===== config.mk =====
export PLATFORM = sky130hd
export DESIGN_NAME = conv_window_ctrl_flat
export DESIGN_NICKNAME = d
export VERILOG_FILES = /design/src/rtl/conv_window_ctrl_if.sv /design/src/rtl/conv_window_ctrl.sv /design/src/flat_wrapper.sv
export SDC_FILE = /design/constraint.sdc
export NUM_CORES = 1
export LEC_CHECK = 0
export ABC_CLOCK_PERIOD_IN_PS = 2500
export CAP_MARGIN = 20
export CORE_MARGIN = 8
export CORE_UTILIZATION = 55
export CTS_CLUSTER_SIZE = 16
export DETAILED_ROUTE_END_ITERATION = 12
export PLACE_DENSITY = 0.85
export SLEW_MARGIN = 10
export SYNTH_ARGS = -nofsm -noshare
export SYNTH_HDL_FRONTEND = slang
export SYNTH_SLANG_ARGS = --single-unit

===== constraint.sdc =====
create_clock -name clk -period 2.5 [get_ports clk]
set_input_delay 0.25 -clock clk [delete_from_list [all_inputs] [get_ports clk]]
set_output_delay 0.25 -clock clk [all_outputs]
set_load 0.1 [all_outputs]

===== src/rtl/conv_window_ctrl_if.sv =====
// conv_window_ctrl_if: frame-start / read-strobe bundle for conv_window_ctrl; stall exists only with CONV_CTRL_STALL_EN
interface conv_window_ctrl_if #(
    parameter int ADDR_WIDTH = 10
);
    logic                  start;
`ifdef CONV_CTRL_STALL_EN
    logic                  stall;
`endif
    logic                  rd_en;
    logic [ADDR_WIDTH-1:0] rd_addr;
    logic                  window_valid;
    logic                  row_end;
    logic                  busy;
    logic                  done;
`ifdef CONV_CTRL_STALL_EN
    modport master (output start, stall, input rd_en, rd_addr, window_valid, row_end, busy, done);
    modport slave  (input start, stall, output rd_en, rd_addr, window_valid, row_end, busy, done);
`else
    modport master (output start, input rd_en, rd_addr, window_valid, row_end, busy, done);
    modport slave  (input start, output rd_en, rd_addr, window_valid, row_end, busy, done);
`endif
endinterface


===== src/rtl/conv_window_ctrl.sv =====
// conv_window_ctrl: raster-scan read sequencer flagging completed KxK windows; CONV_CTRL_STALL_EN adds a scan-freezing stall input
module conv_window_ctrl #(
    parameter int IMG_W      = 32,
    parameter int IMG_H      = 32,
    parameter int K          = 5,
    parameter int ADDR_WIDTH = 10
) (
    input logic             clk,
    input logic             reset,
    conv_window_ctrl_if.slave bus
);
    localparam int CW = $clog2(IMG_W + 1);
    localparam int RW = $clog2(IMG_H + 1);
    localparam logic [ADDR_WIDTH-1:0] LAST = ADDR_WIDTH'(IMG_W * IMG_H - 1);
    typedef enum logic [1:0] {IDLE, RUN, DONE} state_t;
    state_t                state_q;
    logic [ADDR_WIDTH-1:0] addr_q, addr_d;
    logic [CW-1:0]         col_q, col_d;
    logic [RW-1:0]         row_q, row_d;
    logic                  rd_en_q, wv_q, row_end_q, busy_q, done_q, stall_w;
`ifdef CONV_CTRL_STALL_EN
    assign stall_w = bus.stall;
`else
    assign stall_w = 1'b0;
`endif
    always_comb begin
        addr_d = addr_q + 1'b1;
        col_d  = (col_q == CW'(IMG_W - 1)) ? '0 : col_q + 1'b1;
        row_d  = (col_q == CW'(IMG_W - 1)) ? row_q + 1'b1 : row_q;
    end
    // Outputs are registered alongside the counters so they describe the pixel addressed this cycle
    always_ff @(posedge clk or posedge reset) begin
        if (reset) begin
            state_q   <= IDLE;
            addr_q    <= '0;
            col_q     <= '0;
            row_q     <= '0;
            rd_en_q   <= 1'b0;
            wv_q      <= 1'b0;
            row_end_q <= 1'b0;
            busy_q    <= 1'b0;
            done_q    <= 1'b0;
        end else begin
            case (state_q)
                IDLE: if (bus.start) begin
                    state_q   <= RUN;
                    addr_q    <= '0;
                    col_q     <= '0;
                    row_q     <= '0;
                    rd_en_q   <= 1'b1;
                    busy_q    <= 1'b1;
                    row_end_q <= (IMG_W == 1);
                    wv_q      <= (K == 1);
                end
                RUN: if (stall_w) begin
                    rd_en_q   <= 1'b0;
                    wv_q      <= 1'b0;
                    row_end_q <= 1'b0;
                end else if (addr_q == LAST) begin
                    state_q   <= DONE;
                    rd_en_q   <= 1'b0;
                    wv_q      <= 1'b0;
                    row_end_q <= 1'b0;
                    busy_q    <= 1'b0;
                    done_q    <= 1'b1;
                end else begin
                    addr_q    <= addr_d;
                    col_q     <= col_d;
                    row_q     <= row_d;
                    rd_en_q   <= 1'b1;
                    row_end_q <= (col_d == CW'(IMG_W - 1));
                    wv_q      <= (int'(col_d) >= K - 1) && (int'(row_d) >= K - 1);
                end
                DONE: begin
                    state_q <= IDLE;
                    done_q  <= 1'b0;
                end
                default: state_q <= IDLE;
            endcase
        end
    end
    assign bus.rd_en        = rd_en_q;
    assign bus.rd_addr      = addr_q;
    assign bus.window_valid = wv_q;
    assign bus.row_end      = row_end_q;
    assign bus.busy         = busy_q;
    assign bus.done         = done_q;
endmodule


===== src/flat_wrapper.sv =====
// flat-port wrapper written by rule: the top's interface ports become plain ports
module conv_window_ctrl_flat 
#(
    parameter int IMG_W      = 32,
    parameter int IMG_H      = 32,
    parameter int K          = 5,
    parameter int ADDR_WIDTH = 10
)
  (clk, reset, bus_start, bus_rd_en, bus_rd_addr, bus_window_valid, bus_row_end, bus_busy, bus_done);
  conv_window_ctrl_if #(.ADDR_WIDTH(ADDR_WIDTH)) bus_i ();
  input logic clk;
  input logic reset;
  input wire logic [$bits(bus_i.start)-1:0] bus_start;
  output wire logic [$bits(bus_i.rd_en)-1:0] bus_rd_en;
  output wire logic [$bits(bus_i.rd_addr)-1:0] bus_rd_addr;
  output wire logic [$bits(bus_i.window_valid)-1:0] bus_window_valid;
  output wire logic [$bits(bus_i.row_end)-1:0] bus_row_end;
  output wire logic [$bits(bus_i.busy)-1:0] bus_busy;
  output wire logic [$bits(bus_i.done)-1:0] bus_done;
  assign bus_i.start = bus_start;
  assign bus_rd_en = bus_i.rd_en;
  assign bus_rd_addr = bus_i.rd_addr;
  assign bus_window_valid = bus_i.window_valid;
  assign bus_row_end = bus_i.row_end;
  assign bus_busy = bus_i.busy;
  assign bus_done = bus_i.done;
  conv_window_ctrl #(.IMG_W(IMG_W), .IMG_H(IMG_H), .K(K), .ADDR_WIDTH(ADDR_WIDTH)) u_core (.clk(clk), .reset(reset), .bus(bus_i));
endmodule

* Word level (Yosys, flattened, before mapping) *
Cells that the tools add are included.

word-level totals
  register bits after elaboration = 29
  input bits = 3
  output and inout port bits = 15
  logic and storage cells = 56

cells by class
  add/sub/neg operators = 3
  $lt $le $gt $ge = 2
  equal/unequal tests = 8
  mux-type cells = 25
  reductions and logical operators = 9

operator list
  kind                     count
  $mux W6                  5
  $pmux W6 S2              2
  $mux W10                 2
  $pmux W10 S2             1
  $add A6 B1 Y6 const B    2
  $eq A6 B5 Y1 const B     2
  $ge A6 B3 Y1 const B     2
  $add A10 B1 Y10 const B  1
  $eq A10 B10 Y1 const B   1
  $pmux W1 S2              5
  $mux W1                  7
  $reduce_and A2 Y1        3
  $reduce_and A3 Y1        2
  $mux W2                  2
  $ne A2 B2 Y1 const B     2
  $pmux W2 S2              1
  $reduce_bool A2 Y1       2
  $eq A2 B1 Y1 const B     1
  $eq A2 B2 Y1 const B     1
  $logic_not A2 Y1         1
  $ne A2 B1 Y1 const B     1
  $logic_and A1 B1 Y1      1

* Longest topological paths before layout *
  word-level depth = 6
  mapped depth = 7
  mapped depth without buffers = 6

* Worst setup path after synthesis *
Ideal clock, no wire load.

  kind = register to register
  from = reg u_core.addr_q[0] (netlist: u_core.bus.rd_addr[0])
  to = reg u_core.row_q[2]
  setup time = 0.124 ns
  data arrival time = 2.276 ns
  required time = 2.376 ns
  slack = 0.100 ns
  cell stages (with the launch flop) = 7
  path through = dfrtp_1 ha_1 nand3_1 o31a_1 buf_6 and3_1 a211o_1

between the ends
  word-level cells in the longest chain between the ends = 3

ends and longest elaborated chain
  what                         RTL line                RTL
  start, declared              conv_window_ctrl.sv:17  logic [ADDR_WIDTH-1:0] addr_q, addr_d;
  start signal, assigned       conv_window_ctrl.sv:67  addr_q <= addr_d;
  $eq A10 B10 Y1               conv_window_ctrl.sv:59  end else if (addr_q == LAST) begin
  $ne A2 B2 Y1 (no line)       --
  $reduce_and A3 Y1 (no line)  --
  end signal, assigned         conv_window_ctrl.sv:69  row_q <= row_d;
  end, declared                conv_window_ctrl.sv:19  logic [RW-1:0] row_q, row_d;

No other way between the ends.
A chain may end at the register's enable or synchronous reset.

* Final worst setup path *
  from = reg u_core.col_q[1]
  to = reg u_core.wv_q (netlist: u_core.bus.window_valid)

between the ends
  word-level cells in the longest chain between the ends = 6

ends and longest elaborated chain
  what                                                  RTL line                                        RTL
  start, declared                                       conv_window_ctrl.sv:18                          logic [CW-1:0] col_q, col_d;
  start signal, assigned                                conv_window_ctrl.sv:68                          col_q <= col_d;
  $add A6 B1 Y6 / $eq A6 B5 Y1 (equally long branches)  conv_window_ctrl.sv:28, conv_window_ctrl.sv:29
  $mux W6 (on tied branches)                            conv_window_ctrl.sv:28, conv_window_ctrl.sv:29
  $ge A6 B3 Y1                                          conv_window_ctrl.sv:72                          wv_q <= (int'(col_d) >= K - 1) && (int'(row_d) >= K - 1);
  $logic_and A1 B1 Y1 (*)                               conv_window_ctrl.sv:72
  $mux W1 (*)                                           conv_window_ctrl.sv:59
  $pmux W1 S2 (*)                                       conv_window_ctrl.sv:44                          case (state_q)
  end signal, assigned                                  conv_window_ctrl.sv:53                          wv_q <= (K == 1);
  end signal, assigned                                  conv_window_ctrl.sv:72
  end, declared                                         conv_window_ctrl.sv:20                          logic rd_en_q, wv_q, row_end_q, busy_q, done_q, stall_w;

Mark *: on every way between the ends. The rest lies on a longest branch, timed or not.

==> metrics.txt <==
cell-internal power 0.00101 W; synthesized area 1630 um2; highest-delay cell along the critical path a2111oi_0; Synth warnings 0; Placed Area 1770 um2; top-area cell type share of the netlist area 44.5%; Net Switching 0.00112 W; Layout area overhead 12.3%; CP Data Arrival Time 2330 ps; unrepaired setup endpoints after global routing false; HP Class primary input to asynchronous set/reset pin; leakage power 0.862 nW; largest net degree at the start of global routing 30; Final setup viols 0; status completed; residual DRC count 0; CTS root buffer clkbuf_4; Synth Register Bits 29; dominant cell type by area after synthesis dfrtp_1; Post-CTS Setup Bufs 0; sw frac 52.4%; total CTS buffers 5; CP startpoint kind flop; CP top delay family simple AND/OR/NAND/NOR gates; sequential share of power 37.5%; total number of vias 1428; via/cell ratio 6.52; TritonCTS Sinks 29; sequential-to-total area share from yosys stat 44.5%; period utilisation layout 85.2%; MaxCap Viol Count 0; number of flops mapped to enable cells by yosys 0; Hold Buf Count CTS 0; Tot GR Track Use 15.4%; DR WL/cell 16.7 um; fraction of registers with async set/reset 100%; commonest cells after routing, fill and taps aside dfrtp_1 (29), buf_4 (19), nand2_1 (14), nand3_1 (11); Mean Syn Cell Area 9.58 um2; antenna violations before repair 0; Final Cell Area 1830 um2; slew margin rel. 67.5%; Place WS 448 ps; synth unique cells 44; Clk network pwr share 13.8%; Initial DRC Count 90; I/O Buffers 17; die width 70.4 um; Mapped Nets 177; final std cells w/o fill 219; worst-path fanout max 10; combinational power share 48.7%; largest stage delay on the critical path 470 ps; Remaining Overflow, GRT 0; Max Root-Sink Buffers 2; GP Congestion 0.965; Max Slew Vio Count 0; placed insts 212; crit path kind flop to flop; Required @ worst endpoint 2710 ps; Row Count 19; Total Negative Setup Slacks 0 ps; Routed Wire Length 3660 um; Detail Route Antenna Nets 0; CTS tree yes; Die ar. 4960 um2; Cell Chain, Critical Path ha_1, and3_1, nand2_1, a2111oi_0, o31ai_1; Ports 18; CTS clk-pin slew, worst paths 90 ps; worst-margin pin slew 488 ps; PwrDens 1170 nW/um2; Fmax achieved 470 MHz; ANT cells 0; Synth Instances 170; Worst VDD drop 0.00118 V; Pwr Total 0.00213 W; H-tree lvl count 2; die height 70.4 um; # nets final 195; commonest non-fill, non-tap cell in the layout dfrtp_1; DP HPWL 2620 um; total core area 2780 um2; number of gates resized after CTS 0; clk_lat worst skew 330 ps; worst path buffer plus inverter count 0; vias in the first global route 1422; crit end category flop; clock skew 9.84 ps; first-pass GRT wire length 6400 um; Final Hold Violating Endpoints 0; min setup slack post-route 371 ps; starting density of the core 58.6%; Main synth FF type dfrtp_1; DR pass1 iterations 4; Final min period 2130 ps; layout cells sized above 1 15.4%; top post-synthesis cells by area dfrtp_1 (45%), o31ai_1 (3.7%), nand3_1 (3.4%), nand2_1 (3.2%), ha_1 (3.1%)
## worst min-delay path: stages
cell and delay (ps):
clkdlybuf4s50_1 390, inv_1 50, buf_4 330
## cell usage after synthesis, types with 2 or more instances
cell,instances
dfrtp_1,29
nand2_1,14
nand3_1,11
inv_1,8
nand4_1,8
o21ai_0,8
o31ai_1,8
a21oi_1,7
and3_1,5
nor3_1,5
a211o_1,4
buf_2,4
ha_1,4
nor2_1,4
or4_1,4
a2111oi_0,3
and4_1,3
clkbuf_1,3
xnor2_1,3
a311oi_1,2
and2_1,2
and4b_1,2
buf_6,2
nor2b_1,2
o211ai_1,2
o21a_1,2
o21ai_1,2
or3_1,2
xor2_1,2
## power groups by stage
| stage | combinational (W) | clock (W) | sequential [W] |
|---|---|---|---|
| after global routing | 0.00112 | 0.000319 | 0.000822 |
| after global placement | 0.00102 | 0 | 0.000780 |
| after CTS | 0.00105 | 0.000296 | 0.000789 |
| after detailed placement | 0.00104 | 0 | 0.000797 |
| after floorplan | 0.000422 | 0 | 0.00119 |
| final | 0.00104 | 0.000295 | 0.000799 |
## worst paths after layout
check                           startpoint  slack (ps)  cells past startpoint                 endpoint
max reg2reg                u_core.col_q[1]         370                      5  u_core.bus.window_valid
max                        u_core.col_q[1]         370                      5  u_core.bus.window_valid
min reg2reg                u_core.bus.busy         500                      1          u_core.bus.busy
min                                  reset         260                      3    u_core.bus.rd_addr[6]
min in group clk           u_core.bus.busy         500                      1          u_core.bus.busy
max in group asynchronous            reset        1960                      3       u_core.bus.row_end
## area by class of cell
cell class                      instances  area [um2]
Fill cell                             230         952
Multi-Input combinational cell        123         817
Sequential cell                        29         726
Timing Repair Buffer                   21         163
Clock buffer                            7        55.1
Tap cell                               31        38.8
Inverter                                8        30.0
## registers in the layout, summed over array words and instances, names as in the netlist
signal	flops
u_core.bus.busy	1
u_core.bus.done	1
u_core.bus.rd_addr	10
u_core.bus.rd_en	1
u_core.bus.row_end	1
u_core.bus.window_valid	1
u_core.col_q	6
u_core.row_q	6
u_core.state_q	2
## logic make-up (layout without fill, tap and decap cells)
family	Yosys count	count (layout)	share of synthesized area (%)
muxes	1	1	0.614
AOI/OAI and AO/OA	46	46	19.8
adders and majority gates	4	4	3.07
and+or+nand+nor	67	67	23.7
xor gates and xnor gates	5	5	2.69
buffers and inverters	18	36	5.61
DFF	29	29	44.5
## stage by stage
| step | hold WS, ps | utilization, % |
|---|---|---|
| CTS | 292 | 65.8 |
| detailed placement | 477 | 63.8 |
| global route | 341 | 65.8 |
| finish | 265 | 65.8 |
| global placement | 465 | 63.8 |
| floorplan | 328 | - |
## metal layers
layer	up-vias	track usage, %	wire, um
li1	686	-	-
met1	690	18.0	1560
met2	34	25.6	1860
met3	18	4.24	161
met4	0	6.70	85
met5	-	0	0
Note: power is estimated with default switching activity, not from simulation.
